==> src/rtl/multu_accum.sv <==
// multu_accum: multiply-accumulate back end for the unsigned multiplier.
// Sums `len` unsigned product beats received over a valid/ready stream and
// presents the total on a held valid/ready result port.
//
// Handshake semantics (both ports): a transfer happens on a rising clk edge
// where valid and ready are both high. A producer holds valid and its data
// stable until that transfer; the result port holds out_valid/out until
// out_ready is seen.
//
// Ports:
//   clk, rst_n           clock, asynchronous active-low reset
//   start, len           begin a run of len terms (sampled only in IDLE)
//   busy                 high while a run is in ACCUM or DONE
//   in_valid/in_ready/in_data    product stream (PW bits)
//   out_valid/out_ready/out      result (SW = PW+GW bits)
//   ovf                  sticky carry-out flag for the current run
//   dbg_state            FSM state (0 IDLE, 1 ACCUM, 2 DONE)
//
// Build option: define MULTU_ACCUM_SAT_EN to saturate the sum at 2^SW-1 on
// carry-out; otherwise the sum wraps modulo 2^SW (ovf is set in both cases).
module multu_accum #(
  parameter int PW = 16,
  parameter int CW = 8,
  parameter int GW = 8,
  parameter int SW = PW + GW
) (
  input  logic          clk,
  input  logic          rst_n,
  input  logic          start,
  input  logic [CW-1:0] len,
  output logic          busy,
  input  logic          in_valid,
  output logic          in_ready,
  input  logic [PW-1:0] in_data,
  output logic          out_valid,
  input  logic          out_ready,
  output logic [SW-1:0] out,
  output logic          ovf,
  output logic [1:0]    dbg_state
);

  localparam logic [1:0] IDLE  = 2'd0;
  localparam logic [1:0] ACCUM = 2'd1;
  localparam logic [1:0] DONE  = 2'd2;

  logic [1:0]    state;
  logic [SW-1:0] acc;
  logic [CW-1:0] cnt;
  logic [SW:0]   sum;
  logic [SW-1:0] next_acc;

  // One extra bit catches the carry-out that drives ovf.
  assign sum = {1'b0, acc} + (SW+1)'(in_data);

  always_comb begin
    next_acc = sum[SW-1:0];
`ifdef MULTU_ACCUM_SAT_EN
    // Once saturated, any further add carries out again (or adds 0),
    // so the value stays pinned at all-ones for the rest of the run.
    if (sum[SW]) next_acc = '1;
`else
    next_acc = sum[SW-1:0];
`endif
  end

  always_ff @(posedge clk or negedge rst_n) begin
    if (!rst_n) begin
      state <= IDLE;
      acc   <= '0;
      cnt   <= '0;
      ovf   <= 1'b0;
    end else begin
      case (state)
        IDLE: begin
          if (start) begin
            acc <= '0;
            ovf <= 1'b0;
            if (len == '0) begin
              state <= DONE;
            end else begin
              cnt   <= len;
              state <= ACCUM;
            end
          end
        end
        ACCUM: begin
          // in_ready is high for the whole state, so in_valid alone
          // qualifies a transfer here.
          if (in_valid) begin
            acc <= next_acc;
            cnt <= cnt - 1'b1;
            if (sum[SW]) ovf <= 1'b1;
            // Leaving at cnt==1 means cnt never wraps below zero.
            if (cnt == CW'(1)) state <= DONE;
          end
        end
        DONE: begin
          if (out_ready) state <= IDLE;
        end
        default: state <= IDLE;
      endcase
    end
  end

  assign in_ready  = (state == ACCUM);
  assign out_valid = (state == DONE);
  assign busy      = (state != IDLE);
  // acc is only cleared on start, so in IDLE it still holds the last result.
  assign out       = acc;
  assign dbg_state = state;

endmodule

==> config.mk <==
export PLATFORM = sky130hd
export DESIGN_NAME = multu_accum
export DESIGN_NICKNAME = d
export VERILOG_FILES = /design/src/rtl/multu_accum.sv
export SDC_FILE = /design/constraint.sdc
export NUM_CORES = 1
export LEC_CHECK = 0
export BUFFER_PORTS_ARGS = -buffer_cell sky130_fd_sc_hd__buf_4
export CORE_ASPECT_RATIO = 0.5
export CORE_MARGIN = 10
export CORE_UTILIZATION = 55
export CTS_CLUSTER_DIAMETER = 100
export DETAILED_ROUTE_END_ITERATION = 8
export PLACE_DENSITY = 0.81
export SYNTH_ARGS = -nofsm -noshare
export SYNTH_HDL_FRONTEND = slang
export SYNTH_SLANG_ARGS = --single-unit
==> constraint.sdc <==
create_clock -name clk -period 4 [get_ports clk]
set_clock_uncertainty 0.2 [all_clocks]
set_input_delay 0.2 -clock clk [delete_from_list [all_inputs] [get_ports clk]]
set_output_delay 0.2 -clock clk [all_outputs]
set_load 0.01 [all_outputs]
==> impl_metrics.json <==
{
  "status": "complete, no violations",
  "root_buffer": "clkbuf_8",
  "cts_setup_buffers": 0,
  "r2r-end": "out[20]",
  "synth_area_leader_cell": "dfrtp_1",
  "drtIter0Drc": 157,
  "critPathLaunchType": "flip-flop",
  "grt_max_degree": 36,
  "placementRows": 17,
  "synth_fp_nets": 344,
  "grt_overflow": 0,
  "critPathMaxStageDelay_ps": 510,
  "crit_chain": "ha_1, fa_1, a21o_1, a221oi_2, o31ai_1, a31oi_1, nor3_1, mux2i_1",
  "syn_avg_cell_area_um2": 8.60,
  "drtPass1Iterations": 5,
  "cts_max_path_buffers": 2,
  "relSlewSlack": 0.408,
  "drc_errors": 0,
  "vias": 2496,
  "synth_area_mm2": 0.00254,
  "hold_path_depth": 3,
  "path_clk_slew_ps": 80,
  "grt_pass1_wl_um": 11300,
  "crit_start": "out[0]",
  "drt_wl_total_um": 6790,
  "yosys_warnings": 0,
  "end_kind": "flip-flop",
  "rr_startpoint": "out[0]",
  "wl_per_cell_um": 16.5,
  "pwr_density_cell_mw_per_mm2": 666,
  "critPathSlowestCell": "a31oi_1",
  "worst-r2r-setup-slack_ps": 970,
  "cp.required_ps": 3980,
  "seqCellArea_um2": 876,
  "finalPower_mw": 2.09,
  "multi_input_comb_area_mm2": 0.00159,
  "post-route-period-util": 0.757,
  "synth_top_cell_area_share": 0.344,
  "io_buffers": 58,
  "vdd_drop_max_mv": 0.495,
  "initial_core_util": 0.575,
  "layout_common_cells": "59 x buf_4, 36 x nand2_1, 35 x dfrtp_1, 20 x a21oi_1, 19 x nor2_1",
  "holdCritStartpoint": "len[2]",
  "die_y_um": 68.1,
  "track_usage": 0.176,
  "synth_seq_cells": 35,
  "antenna_found_initial": 0,
  "whs_endpoint": "cnt[2]",
  "fillers": 353,
  "finalSetupTns_ps": 0,
  "path_max_fanout": 6,
  "antenna-diode-count": 0,
  "cts_tree": "yes",
  "grt_pass1_vias": 2412,
  "die_w_um": 116,
  "period_minus_slack_ps": 3030,
  "arrival_ps": 3010,
  "numCtsBuffers": 5,
  "tightest_slew_ps": 883,
  "synth_top_flop_cell": "dfrtp_1",
  "place_ws_ps": 1090,
  "hp-class": "input pin to flip-flop",
  "final_common_cell": "buf_4",
  "setup_viol": 0,
  "die_area_mm2": 0.00791,
  "postRouteAntennaNets": 0,
  "cts_resized": 0,
  "p_leak_nw": 1.52,
  "synth_cells": 296,
  "cts_sinks": 35,
  "nNetsFinal": 402,
  "crit_type": "flip-flop to flip-flop",
  "insertion_delay_ps": 300,
  "gp_congestion": 0.978,
  "synth_area_leaders": "dfrtp_1 34%, ha_1 8.8%, nand2_1 5.3%",
  "r2r_cells": 8,
  "dpl.hpwl_um": 5200,
  "ys_async_sr_fraction": 1.00,
  "areaGrowthSynthToFinish_pct": 23.4,
  "core-area_mm2": 0.00442,
  "hold_buffers": 2,
  "synth.distinct_cells": 53,
  "fin_ws_ps": 974,
  "via_per_inst": 6.07,
  "ys_seq_area_frac": 0.344,
  "h-tree-depth": 2,
  "maxCapViolCount": 0,
  "num_io_pins": 59,
  "slew_viol_final": 0,
  "synth_edf_count": 0,
  "drive_gt1_frac": 0.203,
  "hold_viol_final": 0,
  "grt_setup_unrepaired": "false",
  "max_freq_ghz": 0.330
}
==> report_power, final <==
group	internal (mW)	switching, mW
combinational	0.493	0.687
sequential	0.470	0.119
clock	0.182	0.139
total	1.15	0.945
==> flip-flops by register name, indices dropped and copies added (netlist names) <==
signal / flops
cnt: 8
dbg_state: 2
out: 24
ovf: 1
==> worst max-delay path by stage <==
| stage | endpoint | slack (ps) | cells after the start |
|---|---|---|---|
| final | out[20] | 970 | 8 |
| after global routing | out[16] | 810 | 8 |
| after CTS | out[20] | 1020 | 8 |
| after detailed placement | out[20] | 1090 | 8 |
| after global placement | out[20] | 1180 | 8 |
| after floorplan | out[20] | 1460 | 8 |
==> area by class of cell <==
class / count / area share
clock inverter: 2 / 0.0120
tap: 57 / 0.0227
timing repair buffer: 61 / 0.147
multi-input combinational: 243 / 0.508
sequential: 35 / 0.279
clock buffer: 5 / 0.0219
inverter: 8 / 0.00956
==> metrics by stage <==
step / hold slack (ps) / instance area, um^2 / std cells / util
2_1_floorplan: -296 / 2540 / 296 / -
3_3_place_gp: -13.5 / 3010 / 402 / 0.681
3_5_place_dp: -7.87 / 3010 / 402 / 0.681
4_1_cts: 2.73 / 3140 / 411 / 0.710
5_1_grt: 6.33 / 3140 / 411 / 0.710
6_report: 4.88 / 3140 / 411 / 0.710
==> Yosys cell counts, drive strengths merged (4+ instances only) <==
cell type and number:
xor2 7, inv 8, buf 4, nand2 36, nor3 8, xnor2 5
nand3 9, o21a 5, nand2b 6, o31ai 7, and3 4, mux2i 4
a21o 7, dfrtp 35, clkbuf 6, nor4 6, ha 18, and2 6
o21ai 30, a21oi 20, a31oi 6, nor2 19
==> metal layers <==
| metal | vias to the layer above | global-route usage | wire length, um |
|---|---|---|---|
| met4 | 0 | 0.0449 | 45 |
| met2 | 79 | 0.295 | 3140 |
| met1 | 1194 | 0.220 | 3120 |
| met5 | - | 0 | 0 |
| met3 | 5 | 0.0524 | 495 |
| li1 | 1218 | - | - |
==> cell families after synthesis <==
group	share of synthesized area
buffers and inverters	0.0295
muxes	0.0157
xor gates and xnor gates	0.0413
AOI/OAI and AO/OA	0.257
and+or+nand+nor	0.216
adders and majority gates	0.0964
DFF	0.344
==> critical path: cells and delay by family, from the launching register on <==
kind	cells	cell delay [ps]
AO/OA/AOI/OAI	4	1380
adder cells (fa/ha/maj)	2	660
flip-flops	1	400
multiplexers	1	150
AND/OR/NAND/NOR	1	130
Note: power is estimated with default switching activity, not from simulation.
